$ cat config.mk
export PLATFORM = sky130hd
export DESIGN_NAME = xor_parity_acc
export DESIGN_NICKNAME = d
export VERILOG_FILES = /design/src/rtl/xor_parity_acc.sv
export SDC_FILE = /design/constraint.sdc
export NUM_CORES = 1
export LEC_CHECK = 0
export ABC_CLOCK_PERIOD_IN_PS = 2050
export CORE_AREA = 2 2 39 41
export DETAILED_ROUTE_END_ITERATION = 6
export DIE_AREA = 0 0 41 43
export HOLD_SLACK_MARGIN = 0.1
export PLACE_DENSITY = 0.73
export SKIP_LAST_GASP = 1
export SYNTH_ARGS = -nofsm -noshare
export SYNTH_HDL_FRONTEND = slang
export SYNTH_SLANG_ARGS = --single-unit
export TNS_END_PERCENT = 1
$ cat constraint.sdc
create_clock -name clk -period 2.05 [get_ports clk]
set_input_delay 0.41 -clock clk [delete_from_list [all_inputs] [get_ports clk]]
set_output_delay 0.41 -clock clk [all_outputs]
set_load 0.03 [all_outputs]
$ cat src/rtl/xor_parity_acc.sv
// Frame parity accumulator: XOR-reduces each input word and accumulates parity
// over a frame of up to FRAME_LEN words, reporting one result per frame.
module xor_parity_acc #(
    parameter int WIDTH     = 8,
    parameter int FRAME_LEN = 4,
    parameter int ODD       = 0
) (
    input  logic                           clk,
    input  logic                           rst,
    input  logic                           in_valid,
    output logic                           in_ready,
    input  logic [WIDTH-1:0]               in_data,
    input  logic                           in_last,
    output logic                           out_valid,
    input  logic                           out_ready,
    output logic                           out_parity,
    output logic [$clog2(FRAME_LEN+1)-1:0] out_words
);

    localparam int            CW       = $clog2(FRAME_LEN + 1);
    localparam logic [CW-1:0] LAST_CNT = CW'(FRAME_LEN - 1);
    localparam logic          ODD_BIT  = (ODD != 0);

    typedef enum logic {
        ACC,
        DONE
    } state_t;

    state_t        state;
    logic          acc;
    logic [CW-1:0] cnt;
    logic          word_par;
    logic          accept;
    logic          closing;

    assign word_par = ^in_data;
    assign in_ready = !rst && (state == ACC);
    assign accept   = in_valid && in_ready;
    // The frame closes on an explicit last word or when the word budget is used up.
    assign closing  = accept && (in_last || (cnt == LAST_CNT));

    // NOTE: every register is updated with <= so all of them see pre-edge values,
    // and every one of them (result fields included) is cleared by reset so a
    // discarded frame leaves nothing behind.
    always_ff @(posedge clk) begin
        if (rst) begin
            state      <= ACC;
            acc        <= 1'b0;
            cnt        <= '0;
            out_valid  <= 1'b0;
            out_parity <= 1'b0;
            out_words  <= '0;
        end else begin
            case (state)
                ACC: begin
                    if (closing) begin
                        out_parity <= acc ^ word_par ^ ODD_BIT;
                        out_words  <= cnt + 1'b1;
                        out_valid  <= 1'b1;
                        acc        <= 1'b0;
                        cnt        <= '0;
                        state      <= DONE;
                    end else if (accept) begin
                        acc <= acc ^ word_par;
                        cnt <= cnt + 1'b1;
                    end
                end
                DONE: begin
                    // Result fields hold until the consumer takes them; no input bypass.
                    if (out_ready) begin
                        out_valid <= 1'b0;
                        state     <= ACC;
                    end
                end
            endcase
        end
    end

endmodule

==> flow_metrics.env, run 1 <==
export IMPL_run_status="finished, final reports clean"
export IMPL_hold_viol=0
export IMPL_fmax_mhz=571.3
export IMPL_htree_levels=1
export IMPL_post_route_cells_drive_above_1_share_pct=9.459
export IMPL_fin_area_um2=715.7
export IMPL_cp_num_buf_inv=3
export IMPL_total_global_route_track_usage_pct=12.10
export IMPL_postSynthAreaPerCell_um2=9.314
export IMPL_final_nets=91
export IMPL_totalNegativeSetupSlack_ps=0
export IMPL_timing_worst_slew_pin_value_ps=409.8
export IMPL_critPathLaunchType="primary input"
export IMPL_ff2ff_setup_slack_ps=460
export IMPL_crit_required_ps=1640
export IMPL_core_area_um2=1384
export IMPL_clock_skew_ps=1.639
export IMPL_mappedNetlistNets=69
export IMPL_max_cap_violations=0
export IMPL_r2r_start="cnt[0]"
export IMPL_path_clk_slew_ps=60
export IMPL_top_usage_layer="met2"
export IMPL_detail_route_iter0_violations=5
export IMPL_post_synth_xor_area_fraction_pct=14.93
export IMPL_yosysTopAreaCellShare_pct=39.80
export IMPL_grt_use_met1_pct=15.96
export IMPL_critical_path_cell_chain="clkdlybuf4s50_1 -> buf_4 -> nor2_1 -> buf_4"
export IMPL_remaining_drc_errors=0
export IMPL_place_gp_congestion=0.7880
export IMPL_fp_dieArea_um2=1763
export IMPL_largest_cells_by_area_after_synthesis="dfxtp_1 (40%), xnor2_1 (7.0%), a21oi_1 (6.0%)"
export IMPL_whs_path_depth=2
export IMPL_tritoncts_clock_tree="yes"
export IMPL_grt_met2_usage_pct=17.50
export IMPL_yosys_area_top_type="dfxtp_1"
export IMPL_total_vias_in_the_final_route=443
export IMPL_netlist_area_um2=503.0
export IMPL_dr_pass1_iters=4
export IMPL_insertion_delay_ps=250
export IMPL_post_synth_fa_ha_maj_area_fraction_pct=4.975
export IMPL_floorplan_io_pins=19
export IMPL_ys_seq_area_share_pct=39.80
export IMPL_cts_buffers_inserted=3
export IMPL_hold_path_endpoint="out_words[1]"
export IMPL_p_leak_uw=0.0002724
export IMPL_placedInstanceArea_um2=693.2
export IMPL_dpl_hpwl_um=763.9
export IMPL_detailed_route_wl_um=983
export IMPL_post_cts_resized_instances=0
export IMPL_critical_path_top_delay_family="buffers and inverters"
export IMPL_setup_worst_path_end_class="output pin"
export IMPL_root_buffer="clkbuf_4"
export IMPL_post_cts_setup_buffer_count=0
export IMPL_grt_pass1_vias=370
export IMPL_routed_length_per_instance_um=10.92
export IMPL_slew_headroom_pct=72.50
export IMPL_hold_slack_ps=462.9
export IMPL_hp_start="out_words[1]"
export IMPL_rows=14
export IMPL_total_overflow_reported_by_the_global_router=0
export IMPL_globalRouteMet3Util_pct=3.141
export IMPL_final_min_period_over_clock_period_pct=85.39
export IMPL_unrepaired_setup_endpoints_after_global_routing="no"
export IMPL_synth_compound_area_share_pct=11.94
export IMPL_synth_area_mux_share_pct=0
export IMPL_finalWorstPathRequiredPeriod_ps=1750
export IMPL_io_buffers=18
export IMPL_layout_filler_cells=143
export IMPL_areaGrowthSynthToFinish_pct=42.29
export IMPL_antenna_violating_nets_post_route=0
export IMPL_critical_path_max_fanout=9
export IMPL_combinational_family_with_the_most_area_after_synthesis="simple AND/OR/NAND/NOR gates"
export IMPL_die_w_um=41
export IMPL_crit_path_frequent_cell="buf_4"
export IMPL_cell_pwr_density_nw_per_um2=639.2
export IMPL_slew_violations=0
export IMPL_synth_ff_latch_count=10
export IMPL_holdCritPathClass="reg -> reg"
export IMPL_synth_cell_types=23
export IMPL_floorplan_die_height_um=43
export IMPL_postCtsHoldBufs=0
export IMPL_route_detailed_vias_per_inst=4.922
export IMPL_grt_antenna_before_repair=0
export IMPL_grt_pass1_wl_um=1455
export IMPL_n_antenna_cell=0
export IMPL_ctsLongestPathBuffers=2
export IMPL_finalSetupViolCount=0
export IMPL_cpMaxStageDelayCell="clkdlybuf4s50_1"
export IMPL_total_power_uw=457.5
export IMPL_ys_warnings_count=0
export IMPL_preCtsSetupSlack_ps=139.3
export IMPL_cp_data_arrival_time_ps=1340
export IMPL_floorplan_initialDensity_pct=36.35
export IMPL_setup_worst_path_class="in -> out"
export IMPL_largest_net_degree_at_the_start_of_global_routing=10
export IMPL_final_setup_worst_slack_ps=299.6
export IMPL_rr_worst_depth=6
export IMPL_synthCells=54
export IMPL_synth_simple_area_share_pct=24.63
export IMPL_r2r_end="cnt[0]"
export IMPL_cts_sinks=10
export IMPL_cp_slowest_stage_delay_ps=530
export IMPL_vdd_ir_drop_worst_mv=0.3807
export IMPL_critPathLaunch="rst"
## cells by family (layout without fill, tap and decap cells)
group	after synthesis	after routing
buffers and inverters	3	23
AND/OR/NAND/NOR	21	21
AO/OA/AOI/OAI	11	11
flip-flops	10	10
adder cells (fa/ha/maj)	2	2
XOR/XNOR	7	7
## layout make-up
cell class              count  area, um2  area share (%)
inverters                   1      3.754          0.5245
clock buffers               3      22.52           3.147
multi-input cells          41      284.0           39.69
flip-flops and latches     10      200.2           27.97
well taps                  16      20.02           2.797
repair buffers             19      185.2           25.87
## tightest hold or removal path: stages, from the launching register on
cell     delay, ps
dfxtp_1        310
nand2_1         50
a21oi_1         60
## synth_stat cells
library cell	instances
dfxtp_1	10
a21oi_1	6
nand2_1	5
nor2_1	5
xnor2_1	4
o21ai_1	3
a211oi_1	2
ha_1	2
nand3b_1	2
xor2_1	2
buf_6	1
clkbuf_1	1
inv_1	1
nand2b_1	1
nand3_1	1
nor2_2	1
nor2_8	1
nor3_1	1
nor3b_1	1
nor4_1	1
or2_0	1
or3b_1	1
xnor3_1	1
## layout by cell type, fill, tap and decap left out, types with 3 or more instances in the layout
| cell | count |
|---|---|
| nor2_1 | 5 |
| dfxtp_1 | 10 |
| o21ai_1 | 3 |
| nand2_1 | 5 |
| clkdlybuf4s50_1 | 17 |
| clkbuf_4 | 3 |
| a21oi_1 | 6 |
| xnor2_1 | 4 |
## worst max path at each step
stage                       endpoint  slack (ps)  cells after the start
after global routing        in_ready         240                      4
after global placement    out_parity         150                      5
final                       in_ready         300                      4
after floorplan               cnt[0]         610                      6
after CTS                   in_ready         300                      4
after detailed placement   out_valid         140                      5
## stage by stage
stage	utilization [%]	std cells
after floorplan	-	54
after global routing	51.72	90
after global placement	50.09	87
after CTS	51.72	90
final	51.72	90
after detailed placement	50.09	87
## flip-flops by register name, indices dropped and copies added, names as in the netlist
| signal | flops |
|---|---|
| acc | 1 |
| out_parity | 1 |
| cnt | 3 |
| state | 1 |
| out_valid | 1 |
| out_words | 3 |
## layer usage
metal  share of wire, %  vias to the layer above
met3                9.2                        0
met1                 47                      202
met5                  0                        -
li1                   -                      226
met4                  0                        0
met2                 44                       15
## power breakdown
group | leakage [uW] | internal, uW | total (uW) | switching [uW]
Combinational | 0.000177 | 65.9 | 121 | 54.7
Clock | 0.0000138 | 67.3 | 125 | 57.4
Sequential | 0.0000814 | 205 | 212 | 6.97
Note: power is estimated with default switching activity, not from simulation.
==> inputs of run 2 (changes only) <==
Settings changed: ABC_CLOCK_PERIOD_IN_PS 2050 to 1910, CELL_PAD_IN_SITES_DETAIL_PLACEMENT from default to 0, CELL_PAD_IN_SITES_GLOBAL_PLACEMENT from default to 1, CORE_AREA 2 2 39 41 to default, CORE_MARGIN from default to 2, CORE_UTILIZATION from default to 30, DIE_AREA 0 0 41 43 to default, PLACE_DENSITY 0.73 to 0.78.
Clock period 2.05 ns to 1.91 ns, I/O delays scaled along.
==> flow_metrics.env, run 2 (same netlist as run 1, synthesis figures left out) <==
export IMPL_timing_worst_slew_pin_value_ps=402.0
export IMPL_wl_met3_um=96
export IMPL_p_leak_uw=0.0002941
export IMPL_slew_headroom_pct=73.02
export IMPL_htree_levels=1
export IMPL_finalSetupViolCount=0
export IMPL_insertion_delay_ps=260
export IMPL_critical_path_top_delay_family="buffers and inverters"
export IMPL_fp_dieArea_um2=2020
export IMPL_rows=14
export IMPL_total_overflow_reported_by_the_global_router=0
export IMPL_path_clk_slew_ps=70
export IMPL_post_cts_resized_instances=0
export IMPL_leading_cell_type_in_the_layout_fill_and_taps_excluded="clkdlybuf4s50_1"
export IMPL_final_nets=94
export IMPL_remaining_drc_errors=0
export IMPL_crit_required_ps=1530
export IMPL_critPathLaunch="out_words[0]"
export IMPL_slew_violations=0
export IMPL_postCtsHoldBufs=0
export IMPL_tritoncts_clock_tree="yes"
export IMPL_core_area_um2=1541
export IMPL_cpMaxStageDelayCell="clkdlybuf4s50_1"
export IMPL_cp_num_buf_inv=1
export IMPL_grt_antenna_before_repair=0
export IMPL_areaGrowthSynthToFinish_pct=49.50
export IMPL_place_gp_congestion=0.7118
export IMPL_run_status="finished, final reports clean"
export IMPL_critical_path_cell_chain="clkdlybuf4s50_1"
export IMPL_n_antenna_cell=0
export IMPL_clock_skew_ps=0.7172
export IMPL_die_w_um=44.95
export IMPL_totalNegativeSetupSlack_ps=0
export IMPL_critical_path_max_fanout=2
export IMPL_finalNonFillerCells=94
export IMPL_routedLengthMet1_um=448
export IMPL_total_global_route_track_usage_pct=11.59
export IMPL_root_buffer="clkbuf_4"
export IMPL_cts_buffers_inserted=3
export IMPL_cp_data_arrival_time_ps=1290
export IMPL_detail_route_iter0_violations=1
export IMPL_place_inst=90
export IMPL_dr_pass1_iters=2
export IMPL_routed_wl_met2_um=504
export IMPL_routed_length_per_instance_um=11.24
export IMPL_hold_viol=0
export IMPL_ctsLongestPathBuffers=2
export IMPL_layout_cells_most_common_list="clkdlybuf4s50_1 (17), dfxtp_1 (10), a21oi_1 (6)"
export IMPL_floorplan_io_pins=19
export IMPL_grt_pass1_wl_um=1600
export IMPL_fmax_mhz=599.4
export IMPL_finalWorstPathRequiredPeriod_ps=1668
export IMPL_largest_regs="cnt (3), out_words (3)"
export IMPL_holdCritPathClass="reg -> reg"
export IMPL_post_cts_setup_buffer_count=0
export IMPL_hp_start="out_words[1]"
export IMPL_max_cap_violations=0
export IMPL_io_buffers=18
export IMPL_floorplan_initialDensity_pct=32.63
export IMPL_largest_net_degree_at_the_start_of_global_routing=12
export IMPL_floorplan_die_height_um=44.95
export IMPL_layout_filler_cells=158
export IMPL_critPathLaunchType="flop"
export IMPL_final_min_period_over_clock_period_pct=87.35
export IMPL_highest_signal_layer="met4"
export IMPL_cell_pwr_density_nw_per_um2=734.3
export IMPL_vdd_ir_drop_worst_mv=0.3830
export IMPL_total_vias_in_the_final_route=450
export IMPL_postLayoutCoreUtil_pct=48.78
export IMPL_grt_pass1_vias=388
export IMPL_setup_worst_path_end_class="output pin"
export IMPL_cts_sinks=10
export IMPL_route_detailed_vias_per_inst=4.787
export IMPL_post_route_cells_drive_above_1_share_pct=14.10
export IMPL_antenna_violating_nets_post_route=0
export IMPL_setup_worst_path_class="reg -> out"
export IMPL_unrepaired_setup_endpoints_after_global_routing="no"
export IMPL_detailed_route_wl_um=1057
export IMPL_r2r_start="cnt[0]"
export IMPL_cp_slowest_stage_delay_ps=680
## run 2: cell count changes in the layout (fill, tap and decap cells not counted), sizes merged
cell	before	now
buf	2	5
clkbuf	3	4
## run 2: final cells by class
type,count,area [um2],area share [%]
Tap cell,16,20.02,2.662
Multi-Input combinational cell,41,284.0,37.77
Sequential cell,10,200.2,26.62
Clock buffer,4,36.28,4.825
Inverter,1,3.754,0.4992
Timing Repair Buffer,22,207.7,27.62
## run 2: layer usage
| layer | global-route usage, % | vias up |
|---|---|---|
| li1 | - | 233 |
| met1 | 11.91 | 202 |
| met2 | 17.43 | 13 |
| met3 | 5.200 | 2 |
| met4 | 10.59 | 0 |
| met5 | 0 | - |
## run 2: final timing paths
kind / endpoint / slack, ps / cells past startpoint
setup / recovery: out_words[0] / 240 / 1
hold / removal: out_words[1] / 450 / 2
setup reg to reg: out_words[2] / 470 / 6
hold reg to reg: out_words[1] / 450 / 2
## run 2: metrics by stage
step / area [um2] / setup slack (ps) / hold WS (ps) / power, uW
after global placement: 715.7 / 34.19 / 444.8 / 366.6
after CTS: 752.0 / 227.8 / 456.3 / 564.6
after detailed placement: 715.7 / 9.493 / 446.5 / 368.4
after floorplan: 503.0 / 472.4 / 435.6 / 311.8
after global routing: 752.0 / 197.5 / 474.6 / 581.9
final: 752.0 / 241.7 / 453.7 / 552.1
## run 2: report_power, final
group,leakage (uW),switching (uW),internal [uW]
clock,0.0000210,73.5,116
sequential,0.0000814,7.20,220
combinational,0.000192,60.7,74.8
